==> config.mk <==
export PLATFORM = sky130hd
export DESIGN_NAME = fb_port_arbiter_flat
export DESIGN_NICKNAME = d
export VERILOG_FILES = /design/src/rtl/fb_port_arbiter_if.sv /design/src/rtl/fb_port_arbiter.sv /design/src/flat_wrapper.sv
export SDC_FILE = /design/constraint.sdc
export NUM_CORES = 1
export LEC_CHECK = 0
export ABC_AREA = 1
export ABC_CLOCK_PERIOD_IN_PS = 2710
export BUFFER_PORTS_ARGS = -buffer_cell sky130_fd_sc_hd__clkbuf_2
export CAP_MARGIN = 20
export CORE_ASPECT_RATIO = 0.5
export CORE_UTILIZATION = 49
export CTS_BUF_LIST = sky130_fd_sc_hd__clkbuf_4
export DETAILED_ROUTE_END_ITERATION = 8
export PLACE_DENSITY = 0.64
export REMOVE_ABC_BUFFERS = 1
export SETUP_SLACK_MARGIN = 0.02
export SYNTH_ARGS = -nofsm -noshare
export SYNTH_HDL_FRONTEND = slang
export SYNTH_SLANG_ARGS = --single-unit
==> constraint.sdc <==
create_clock -name clock_in -period 2.71 [get_ports clock_in]
set_input_delay 0.1355 -clock clock_in [delete_from_list [all_inputs] [get_ports clock_in]]
set_output_delay 0.1355 -clock clock_in [all_outputs]
set_load 0.01 [all_outputs]
==> src/rtl/fb_port_arbiter_if.sv <==
// Bus bundle for fb_port_arbiter: timing inputs, writer handshake, RAM port and
// pixel output. The arbiter takes the slave side.
interface fb_port_arbiter_if #(
    parameter int ADDR_W     = 19,
    parameter int DATA_W     = 12,
    parameter int FIFO_DEPTH = 16
);
    localparam int LVL_W = $clog2(FIFO_DEPTH) + 1;

    logic              video_active;
    logic [31:0]       scan_x;
    logic [31:0]       scan_y;
    logic              wr_valid;
    logic              wr_ready;
    logic [ADDR_W-1:0] wr_addr;
    logic [DATA_W-1:0] wr_data;
    logic              mem_en;
    logic              mem_we;
    logic [ADDR_W-1:0] mem_addr;
    logic [DATA_W-1:0] mem_wdata;
    logic [DATA_W-1:0] mem_rdata;
    logic [DATA_W-1:0] pixel_out;
    logic              pixel_valid;
    logic [LVL_W-1:0]  fifo_level;
    logic              scan_oor;

    modport master (
        output video_active, scan_x, scan_y, wr_valid, wr_addr, wr_data, mem_rdata,
        input  wr_ready, mem_en, mem_we, mem_addr, mem_wdata, pixel_out, pixel_valid,
               fifo_level, scan_oor
    );

    modport slave (
        input  video_active, scan_x, scan_y, wr_valid, wr_addr, wr_data, mem_rdata,
        output wr_ready, mem_en, mem_we, mem_addr, mem_wdata, pixel_out, pixel_valid,
               fifo_level, scan_oor
    );
endinterface

==> src/rtl/fb_port_arbiter.sv <==
// Single-port frame-buffer arbiter: scan-out reads own the RAM during active video,
// buffered writer traffic drains one entry per clock during blanking.
module fb_port_arbiter #(
    parameter int                H_ACTIVE   = 640,
    parameter int                V_ACTIVE   = 480,
    parameter int                ADDR_W     = 19,
    parameter int                DATA_W     = 12,
    parameter int                FIFO_DEPTH = 16,
    parameter logic [DATA_W-1:0] BORDER     = '0
) (
    input  logic             clock_in,
    input  logic             reset,
    fb_port_arbiter_if.slave bus
);
    localparam int               PTR_W   = $clog2(FIFO_DEPTH);
    localparam int               CNT_W   = PTR_W + 1;
    localparam logic [CNT_W-1:0] DEPTH_C = CNT_W'(FIFO_DEPTH);

    typedef enum logic [1:0] {IDLE = 2'd0, SCAN = 2'd1, DRAIN = 2'd2} state_t;

    typedef struct packed {
        logic [ADDR_W-1:0] addr;
        logic [DATA_W-1:0] data;
    } wr_ent_t;

    state_t state_q, state_d;

    // Coordinate decode works on the low 16 bits of each coordinate only.
    logic [15:0]       sx, sy;
    logic              scan_oob;
    logic [ADDR_W-1:0] scan_addr;
    logic              unused_scan_hi;

    assign sx             = bus.scan_x[15:0];
    assign sy             = bus.scan_y[15:0];
    assign unused_scan_hi = ^{bus.scan_x[31:16], bus.scan_y[31:16]};
    assign scan_oob       = ({16'd0, sx} >= 32'(H_ACTIVE)) || ({16'd0, sy} >= 32'(V_ACTIVE));
    assign scan_addr      = ADDR_W'({16'd0, sy} * 32'(H_ACTIVE) + {16'd0, sx});

    wr_ent_t          fifo_q [FIFO_DEPTH];
    wr_ent_t          head;
    logic [PTR_W-1:0] wr_ptr_q, rd_ptr_q;
    logic [CNT_W-1:0] count_q, count_d;
    logic             wr_ready_q;
    logic             push, pop;

    assign push    = bus.wr_valid && wr_ready_q;
    assign head    = fifo_q[rd_ptr_q];
    assign count_d = count_q + CNT_W'(push) - CNT_W'(pop);

    always_ff @(posedge clock_in) begin
        if (push) fifo_q[wr_ptr_q] <= {bus.wr_addr, bus.wr_data};
    end

    // wr_ready is a flop so it stays low through reset and rises on the first edge.
    always_ff @(posedge clock_in or negedge reset) begin
        if (!reset) begin
            wr_ptr_q   <= '0;
            rd_ptr_q   <= '0;
            count_q    <= '0;
            wr_ready_q <= 1'b0;
        end else begin
            if (push) wr_ptr_q <= wr_ptr_q + PTR_W'(1);
            if (pop)  rd_ptr_q <= rd_ptr_q + PTR_W'(1);
            count_q    <= count_d;
            wr_ready_q <= (count_d < DEPTH_C);
        end
    end

    logic              mem_en_d, mem_we_d, scan_oor_d;
    logic [ADDR_W-1:0] mem_addr_d;
    logic [DATA_W-1:0] mem_wdata_d;
    logic              mem_en_q, mem_we_q, scan_oor_q;
    logic [ADDR_W-1:0] mem_addr_q;
    logic [DATA_W-1:0] mem_wdata_q;

    always_comb begin
        state_d = state_q;
        unique case (state_q)
            IDLE: begin
                if (bus.video_active)   state_d = SCAN;
                else if (count_q != '0) state_d = DRAIN;
            end
            SCAN: begin
                if (!bus.video_active)  state_d = (count_q != '0) ? DRAIN : IDLE;
            end
            DRAIN: begin
                if (bus.video_active)   state_d = SCAN;
                else if (count_q == '0) state_d = IDLE;
            end
            default: state_d = IDLE;
        endcase

        pop         = 1'b0;
        mem_en_d    = 1'b0;
        mem_we_d    = 1'b0;
        mem_addr_d  = mem_addr_q;
        mem_wdata_d = mem_wdata_q;
        scan_oor_d  = scan_oor_q;
        unique case (state_d)
            SCAN: begin
                if (scan_oob) begin
                    scan_oor_d = 1'b1;
                end else begin
                    mem_en_d   = 1'b1;
                    mem_addr_d = scan_addr;
                end
            end
            DRAIN: begin
                pop         = 1'b1;
                mem_en_d    = 1'b1;
                mem_we_d    = 1'b1;
                mem_addr_d  = head.addr;
                mem_wdata_d = head.data;
            end
            default: ;
        endcase
    end

    // Pixel pipeline: [0] command issued, [1] RAM data on mem_rdata, [2] pixel_out.
    logic [2:0]        vld_pipe_q;
    logic [1:0]        brd_pipe_q;
    logic [DATA_W-1:0] pixel_q;

    always_ff @(posedge clock_in or negedge reset) begin
        if (!reset) begin
            state_q     <= IDLE;
            mem_en_q    <= 1'b0;
            mem_we_q    <= 1'b0;
            mem_addr_q  <= '0;
            mem_wdata_q <= '0;
            scan_oor_q  <= 1'b0;
            vld_pipe_q  <= '0;
            brd_pipe_q  <= '0;
            pixel_q     <= '0;
        end else begin
            state_q     <= state_d;
            mem_en_q    <= mem_en_d;
            mem_we_q    <= mem_we_d;
            mem_addr_q  <= mem_addr_d;
            mem_wdata_q <= mem_wdata_d;
            scan_oor_q  <= scan_oor_d;
            vld_pipe_q  <= {vld_pipe_q[1:0], state_d == SCAN};
            brd_pipe_q  <= {brd_pipe_q[0], (state_d == SCAN) && scan_oob};
            pixel_q     <= vld_pipe_q[1] ? (brd_pipe_q[1] ? BORDER : bus.mem_rdata) : '0;
        end
    end

    assign bus.wr_ready    = wr_ready_q;
    assign bus.fifo_level  = count_q;
    assign bus.mem_en      = mem_en_q;
    assign bus.mem_we      = mem_we_q;
    assign bus.mem_addr    = mem_addr_q;
    assign bus.mem_wdata   = mem_wdata_q;
    assign bus.scan_oor    = scan_oor_q;
    assign bus.pixel_valid = vld_pipe_q[2];
    assign bus.pixel_out   = pixel_q;
endmodule

==> src/flat_wrapper.sv <==
// flat-port wrapper written by rule: the top's interface ports become plain ports
module fb_port_arbiter_flat 
#(
    parameter int                H_ACTIVE   = 640,
    parameter int                V_ACTIVE   = 480,
    parameter int                ADDR_W     = 19,
    parameter int                DATA_W     = 12,
    parameter int                FIFO_DEPTH = 16,
    parameter logic [DATA_W-1:0] BORDER     = '0
)
  (clock_in, reset, bus_video_active, bus_scan_x, bus_scan_y, bus_wr_valid, bus_wr_addr, bus_wr_data, bus_mem_rdata, bus_wr_ready, bus_mem_en, bus_mem_we, bus_mem_addr, bus_mem_wdata, bus_pixel_out, bus_pixel_valid, bus_fifo_level, bus_scan_oor);
  fb_port_arbiter_if #(.ADDR_W(ADDR_W), .DATA_W(DATA_W), .FIFO_DEPTH(FIFO_DEPTH)) bus_i ();
  input  logic clock_in;
  input  logic reset;
  input wire logic [$bits(bus_i.video_active)-1:0] bus_video_active;
  input wire logic [$bits(bus_i.scan_x)-1:0] bus_scan_x;
  input wire logic [$bits(bus_i.scan_y)-1:0] bus_scan_y;
  input wire logic [$bits(bus_i.wr_valid)-1:0] bus_wr_valid;
  input wire logic [$bits(bus_i.wr_addr)-1:0] bus_wr_addr;
  input wire logic [$bits(bus_i.wr_data)-1:0] bus_wr_data;
  input wire logic [$bits(bus_i.mem_rdata)-1:0] bus_mem_rdata;
  output wire logic [$bits(bus_i.wr_ready)-1:0] bus_wr_ready;
  output wire logic [$bits(bus_i.mem_en)-1:0] bus_mem_en;
  output wire logic [$bits(bus_i.mem_we)-1:0] bus_mem_we;
  output wire logic [$bits(bus_i.mem_addr)-1:0] bus_mem_addr;
  output wire logic [$bits(bus_i.mem_wdata)-1:0] bus_mem_wdata;
  output wire logic [$bits(bus_i.pixel_out)-1:0] bus_pixel_out;
  output wire logic [$bits(bus_i.pixel_valid)-1:0] bus_pixel_valid;
  output wire logic [$bits(bus_i.fifo_level)-1:0] bus_fifo_level;
  output wire logic [$bits(bus_i.scan_oor)-1:0] bus_scan_oor;
  assign bus_i.video_active = bus_video_active;
  assign bus_i.scan_x = bus_scan_x;
  assign bus_i.scan_y = bus_scan_y;
  assign bus_i.wr_valid = bus_wr_valid;
  assign bus_i.wr_addr = bus_wr_addr;
  assign bus_i.wr_data = bus_wr_data;
  assign bus_i.mem_rdata = bus_mem_rdata;
  assign bus_wr_ready = bus_i.wr_ready;
  assign bus_mem_en = bus_i.mem_en;
  assign bus_mem_we = bus_i.mem_we;
  assign bus_mem_addr = bus_i.mem_addr;
  assign bus_mem_wdata = bus_i.mem_wdata;
  assign bus_pixel_out = bus_i.pixel_out;
  assign bus_pixel_valid = bus_i.pixel_valid;
  assign bus_fifo_level = bus_i.fifo_level;
  assign bus_scan_oor = bus_i.scan_oor;
  fb_port_arbiter #(.H_ACTIVE(H_ACTIVE), .V_ACTIVE(V_ACTIVE), .ADDR_W(ADDR_W), .DATA_W(DATA_W), .FIFO_DEPTH(FIFO_DEPTH), .BORDER(BORDER)) u_core (.clock_in(clock_in), .reset(reset), .bus(bus_i));
endmodule
# Word level (Yosys, flattened, before mapping)
# Memory sizes are Yosys's and may differ from the RTL's.
# Cells that the tools add are included.
[totals]
regBits = 67
ram_bits = 496
input_bits = 111
output_inout_bits = 53
wordCells = 53
n_memories = 1
[memory_table]
columns = ["name", "depth", "width", "rd", "rd_clocked_by_memory_dff", "wr", "line", "rtl"]
rows = [
  ["u_core.fifo_q", 16, 31, 1, 0, 1, "fb_port_arbiter.sv:40", "wr_ent_t fifo_q [FIFO_DEPTH];"],
]
[op_classes]
add_sub_neg = 5
n_mul = 1
magnitude_cmp = 3
n_eq_ne = 5
muxes = 16
reduce_logical = 9
[ops]
columns = ["cell", "count"]
rows = [
  ["19-bit case mux with 2 select lines", 1],
  ["12-bit two-way mux", 2],
  ["19-bit by 16-bit adder with 19-bit output", 1],
  ["19-bit two-way mux", 1],
  ["16-bit by 10-bit greater-or-equal comparator with 1-bit output, second input constant", 1],
  ["16-bit by 9-bit greater-or-equal comparator with 1-bit output, second input constant", 1],
  ["16-bit by 3-bit multiplier with 12-bit output, second input constant", 1],
  ["2-bit two-way mux", 6],
  ["4-bit by 1-bit adder with 4-bit output, second input constant", 2],
  ["2-bit case mux with 3 select lines", 1],
  ["5-bit by 1-bit adder with 5-bit output", 1],
  ["5-bit zero test", 1],
  ["5-bit less-than comparator, second input constant", 1],
  ["5-bit nonzero test", 1],
  ["5-bit by 1-bit subtractor with 5-bit output", 1],
  ["2-bit by 1-bit == test with 1-bit output, second input constant", 2],
  ["2-bit == test, second input constant", 2],
  ["1-bit two-way mux", 4],
  ["2-bit AND reduction", 2],
  ["1-bit logical AND", 2],
  ["2-bit zero test", 1],
  ["2-bit != test, second input constant", 1],
  ["1-bit case mux with 2 select lines", 1],
  ["2-bit nonzero test", 1],
  ["1-bit logical OR", 1],
]

# Longest topological paths before layout
[logic_depth]
ltp_word = 8
depth_mapped = 18
depth_no_buf = 18

# Least setup slack after synthesis
# Ideal clock, no wire load.
[synth_timing]
kind = "reg-to-reg"
from = "register u_core.count_q[2], in the netlist u_core.bus.fifo_level[2]"
to = "register u_core.count_q[4], in the netlist u_core.bus.fifo_level[4]"
setup_time_ps = 121
t_arrival_ps = 2474
t_required_ps = 2589
slack_ps = 115
stages_incl_launch_ff = 15
n_path_buf = 0
synth_period_minus_slack_ps = 2595
path_cell_list = "dfrtp_1 > inv_1 > ha_1 > nand3_1 > nor2_1 > nor3_1 > ha_1 > ha_1 > inv_1 > ha_1 > inv_1 > fa_1 > o21ai_0 > xnor2_1 > inv_1"
[synth_between]
elab_chain_cells = 7
elab_cells_between_ends = 13
classes_between = "2 x add/sub; 1 x eq/ne; 8 x mux; 2 x reduce/logical"
[synth_rtl]
columns = ["element", "line", "rtl"]
rows = [
  ["start: declaration", "fb_port_arbiter.sv:43", "logic [CNT_W-1:0] count_q, count_d;"],
  ["start signal: assignment", "fb_port_arbiter.sv:65", "count_q <= count_d;"],
  ["5-bit zero test / 5-bit nonzero test (equally long branches)", "fb_port_arbiter.sv:89, fb_port_arbiter.sv:82, fb_port_arbiter.sv:85", ""],
  ["2-bit two-way mux (on tied branches)", "fb_port_arbiter.sv:89, fb_port_arbiter.sv:82, fb_port_arbiter.sv:85", ""],
  ["2-bit two-way mux (on tied branches)", "fb_port_arbiter.sv:88, fb_port_arbiter.sv:81, fb_port_arbiter.sv:85", ""],
  ["2-bit case mux with 3 select lines *", "fb_port_arbiter.sv:79", "unique case (state_q)"],
  ["net u_core.state_d[1]", "fb_port_arbiter.sv:26", "state_t state_q, state_d;"],
  ["2-bit == test *", "-", ""],
  ["1-bit two-way mux *", "-", ""],
  ["net u_core.mem_we_d", "fb_port_arbiter.sv:70", "logic mem_en_d, mem_we_d, scan_oor_d;"],
  ["5-bit by 1-bit subtractor with 5-bit output *", "fb_port_arbiter.sv:49", "assign count_d = count_q + CNT_W'(push) - CNT_W'(pop);"],
  ["net u_core.count_d[4]", "fb_port_arbiter.sv:43", ""],
]
# Mark *: on every way through the listed nets, which the timed path passes. The rest lies on a longest branch.
# A chain may end at the register's enable or synchronous reset.

# Worst setup path in the final report
# Same ends and word-level chain as after synthesis.

==> results by group <==
Floorplan
  • Number of top-level pins: 164
  • Core box area: 46900 um^2
  • Die boundary width: between 300 and 400 um
  • Die area: around 48000 um^2
  • Initial Utilization: 49.6%
  • Row Count: 56
  • Die Height: roughly 160 um

Global routing
  • Global-route total usage across every layer: 23.9%
  • Maximum number of pins on one net before global-route repair: 118
  • Overflow left after global routing: 0
  • Wire length of the first global-routing pass: 86200 um
  • Number of antenna violations at the first check in global routing: 2
  • Via count of the first global-routing pass: 15182

Yosys
  • Yosys warning total: 0
  • Portion of the post-synthesis area used by sequential elements: 71.2%
  • Most used standard cell by instance count after synthesis: sky130_fd_sc_hd__edfxtp_1
  • Post-synth top area share: ~64%
  • Ys async rst share: 11.9%
  • Syn Area/Cell: 12.6 um^2
  • Mux contribution to synthesized area: less than 1%
  • Synth cell types: 42
  • Most used flip-flop cell after synthesis: sky130_fd_sc_hd__edfxtp_1
  • Post-synthesis share of cell area spent on xor and xnor gates: 0.640%
  • Total of flip-flops plus latches after synthesis: 563
  • Number of cells produced by synthesis: ~1800
  • Netlist area before placement: 23300 um^2
  • Combinational family with the most area after synthesis: compound AO/OA/AOI/OAI gates
  • Synthesized-area fraction occupied by ao, oa, aoi and oai cells: 11.3%
  • Most instantiated cells after synthesis: sky130_fd_sc_hd__edfxtp_1 (496), sky130_fd_sc_hd__nor2_1 (373), sky130_fd_sc_hd__o21ai_0 (241)
  • Adder-Cell Fraction of Synth Area: 2.41%
  • Post-synthesis share of cell area spent on and, or, nand and nor gates: 10.2%
  • Number of flops mapped to enable cells by yosys: just under 500
  • Top area cells in the synthesized netlist: sky130_fd_sc_hd__edfxtp_1 (64%), sky130_fd_sc_hd__dfrtp_1 (7.2%), sky130_fd_sc_hd__nor2_1 (6.0%)
  • Cell taking the most area after synthesis: sky130_fd_sc_hd__edfxtp_1

Critical path
  • Cell with the biggest individual delay on the critical path: sky130_fd_sc_hd__dfrtp_1
  • Depth of the worst register-to-register path: 14
  • Delay of the slowest critical-path stage: 0.38 ns
  • CP Data Required Time: 3.42 ns
  • Source of the worst register-to-register timing path: u_core.bus.fifo_level[2]
  • Setup slack on the worst flop-to-flop path: just under 0.2 ns
  • Critical path, cell by cell: inv_1 -> ha_1 -> nand3_1 -> nor2_1 -> nor3_2 -> ha_2 -> ha_1 -> inv_1 -> ha_1 -> inv_1 -> fa_2 -> o21ai_2 -> xnor2_1 -> inv_1
  • Kind of start point of the critical path: register
  • Most Frequent Cell on Critical Path: sky130_fd_sc_hd__inv_1
  • Endpoint type of the worst setup path: register
  • Arrival @ worst endpoint: 3.23 ns
  • Setup CP Type: register to register
  • FF-to-FF End: u_core.bus.fifo_level[4]
  • Largest fanout on the critical path: 3

Pwr
  • Proportion of power drawn by the clock network: 27.0%
  • Max IR drop VDD: 749 uV
  • Net switching component of the power: 9500 uW
  • Total power: between 20000 and 30000 uW
  • Share of power burned in registers: 40.3%
  • Fraction of power spent switching nets: 36.1%
  • Internal Power: 16800 uW
  • Part of the power in combinational logic: 32.7%
  • Power per unit of standard cell area: 955 nW/um^2
  • LEAKAGE: 0.0101 uW

STA
  • Worst slew margin relative to its limit: ~64%
  • Final setup vio count: 0
  • Total count of hold-check failures in the final report: 0
  • Worst clock skew on the final layout: 0.0464 ns
  • RSZ-0062 raised after global routing: yes
  • Period minus WS final: 2.52 ns
  • Final Cycle Share: 92.9%
  • Slew of the pin with the lowest slew margin: 0.542 ns
  • Hold Slack: 0.0895 ns
  • Max Freq: 0.397 GHz
  • Number of pins exceeding their max-slew limit in the final report: 0

Finish
  • Number of nets at the end of the flow: 2301
  • End-of-flow core utilization: 58.8%
  • Area added between synthesis and finish: 18.4%
  • Fraction of final layout cells sized beyond drive strength 1: between 20% and 30%
  • Total non-filler cell area in the finished layout: 27500 um^2

Routing
  • Routed length per instance: 19.9 um
  • DR iter-0 viols: 1599
  • Routed wire length: approximately 58000 um
  • Count of unresolved DRC violations after routing: 1
  • DR vias: 15849
  • Post-DR vias/cell: ~5.5
  • Router iterations before antenna repair: 7
  • Antenna violation net count after detailed routing: 0

Placed design
  • Final weighted congestion in routability-driven placement: about 0.83
  • Post-DP HPWL: 29600 um
  • Instance area at placement: 24900 um^2
  • Number of buffers inserted by port buffering: 131

CTS
  • Insertion delay to the later sink of the worst-skew pair: 0.83 ns
  • Clock-pin slew reported for the worst setup and hold paths after clock tree synthesis: ~0.060 ns
  • Number of sinks handled by clock tree synthesis: 563
  • CTS Buffer Depth: 3
  • CTS HTree Levels: 4
  • Cell at the root of the clock tree: sky130_fd_sc_hd__clkbuf_4
  • CTS Buf Count: 132
  • CTS tree: yes

Hold path
  • Kind of path behind the tightest hold check: input port to register
  • Min-Delay Path Depth: 4
  • Worst hold path startpoint: bus_mem_rdata[9]
  • Worst Hold End: u_core.bus.pixel_out[9]

Outcome
  • Run status: finished with violations
  • Failing checks: DRC

Flow run
  • Max-cap viol count: 0
==> power groups by stage <==
stage | registers [uW] | clock network [uW] | logic, uW
floorplan | 11400 | 0 | 4160
global placement | 10800 | 0 | 8340
detailed placement | 10800 | 0 | 8460
CTS | 10600 | 7240 | 8580
global route | 10700 | 7670 | 9580
finish | 10600 | 7090 | 8600
==> cell type report <==
| class | instances | area, um^2 |
|---|---|---|
| antenna | 2 | 5.00 |
| clock buffer | 212 | 1590 |
| clock inverter | 26 | 185 |
| fill | 3755 | 19300 |
| inverter | 64 | 245 |
| multi-input combinational | 1108 | 5880 |
| sequential | 563 | 16600 |
| tap | 638 | 798 |
| timing repair buffer | 278 | 2260 |
==> layout by cell type (no fill, tap or decap), types with 13 or more instances in the layout <==
cell                            instances
sky130_fd_sc_hd__o221ai_1              58
sky130_fd_sc_hd__o21ai_0              240
sky130_fd_sc_hd__o211ai_1              52
sky130_fd_sc_hd__dfrtp_1               64
sky130_fd_sc_hd__ha_1                  39
sky130_fd_sc_hd__a21oi_1               29
sky130_fd_sc_hd__edfxtp_1             496
sky130_fd_sc_hd__a31oi_1               13
sky130_fd_sc_hd__nor2_4                16
sky130_fd_sc_hd__o21ai_1               36
sky130_fd_sc_hd__clkbuf_4             212
sky130_fd_sc_hd__buf_12                22
sky130_fd_sc_hd__clkinv_1              14
sky130_fd_sc_hd__nand2_1              137
sky130_fd_sc_hd__clkbuf_2             130
sky130_fd_sc_hd__nor2_1               357
sky130_fd_sc_hd__buf_4                 44
sky130_fd_sc_hd__dlygate4sd3_1         80
sky130_fd_sc_hd__inv_1                 57
sky130_fd_sc_hd__nand3_1               76
==> worst max-delay path: cells and delay by family (launching register included) <==
kind                     cells  cell delay [ns]
adder cells (fa/ha/maj)      5             1.19
flip-flops                   1             0.38
AND/OR/NAND/NOR              3             0.28
buffers and inverters        4             0.27
AO/OA/AOI/OAI                1             0.16
XOR/XNOR                     1             0.15
==> registers in the layout, indices dropped and copies added, names as in the netlist <==
name                   flops
u_core.bus.mem_we          1
u_core.bus.mem_wdata      12
u_core.bus.wr_ready        1
u_core.fifo_q            496
u_core.state_q             2
u_core.vld_pipe_q          3
u_core.bus.fifo_level      5
u_core.wr_ptr_q            4
u_core.brd_pipe_q          2
u_core.bus.scan_oor        1
u_core.bus.mem_en          1
u_core.bus.pixel_out      12
u_core.bus.mem_addr       19
u_core.rd_ptr_q            4
==> what timing repair did <==
item | 4_1_cts | 5_1_grt
hold buffers | 81 | 0
pin swaps | 0 | 1
buffers inserted | 0 | 1
setup endpoints to repair | 1 | 5
endpoints found under the hold margin | 605 | 0
gates resized for setup | 1 | 4
==> stage by stage <==
stage | worst slack, ns | cells | TNS [ns]
after global placement | -0.120 | 2569 | -0.250
after detailed placement | -0.187 | 2569 | -0.437
after CTS | 0.0472 | 2888 | 0
final | 0.192 | 2891 | 0
after global routing | 0.0240 | 2891 | 0
after floorplan | -4.05 | 1735 | -134.43
==> how the worst max path moves through the flow <==
stage / to / depth (start not counted) / slack, ns / start
6_report: u_core.bus.fifo_level[4] / 14 / 0.19 / u_core.bus.fifo_level[2]
5_1_grt: u_core.bus.fifo_level[4] / 14 / 0.02 / u_core.bus.fifo_level[2]
3_5_place_dp: u_core.bus.mem_addr[18] / 17 / -0.19 / bus_scan_y[1]
4_1_cts: u_core.bus.fifo_level[4] / 14 / 0.05 / u_core.bus.fifo_level[2]
2_1_floorplan: u_core.bus.mem_addr[0] / 9 / -4.05 / u_core.rd_ptr_q[0]
3_3_place_gp: u_core.bus.mem_addr[16] / 17 / -0.12 / bus_scan_y[1]
==> cells by family (layout without fill, tap and decap cells) <==
logic type / Yosys count / count (layout)
XOR/XNOR: 17 / 17
other: 0 / 2
multiplexers: 2 / 2
flip-flops: 563 / 563
adder cells (fa/ha/maj): 43 / 43
AND/OR/NAND/NOR: 600 / 600
AO/OA/AOI/OAI: 446 / 446
buffers and inverters: 175 / 580
==> layer usage <==
layer	track usage, %	share of wire [%]	up-vias	wire, um
met5	0	0	-	0
met4	7.01	1.4	0	795
met3	5.26	8.5	79	4900
met2	37.6	46	639	26600
met1	33.6	44	7722	25300
li1	-	-	7409	-
Note: power is estimated with default switching activity, not from simulation.
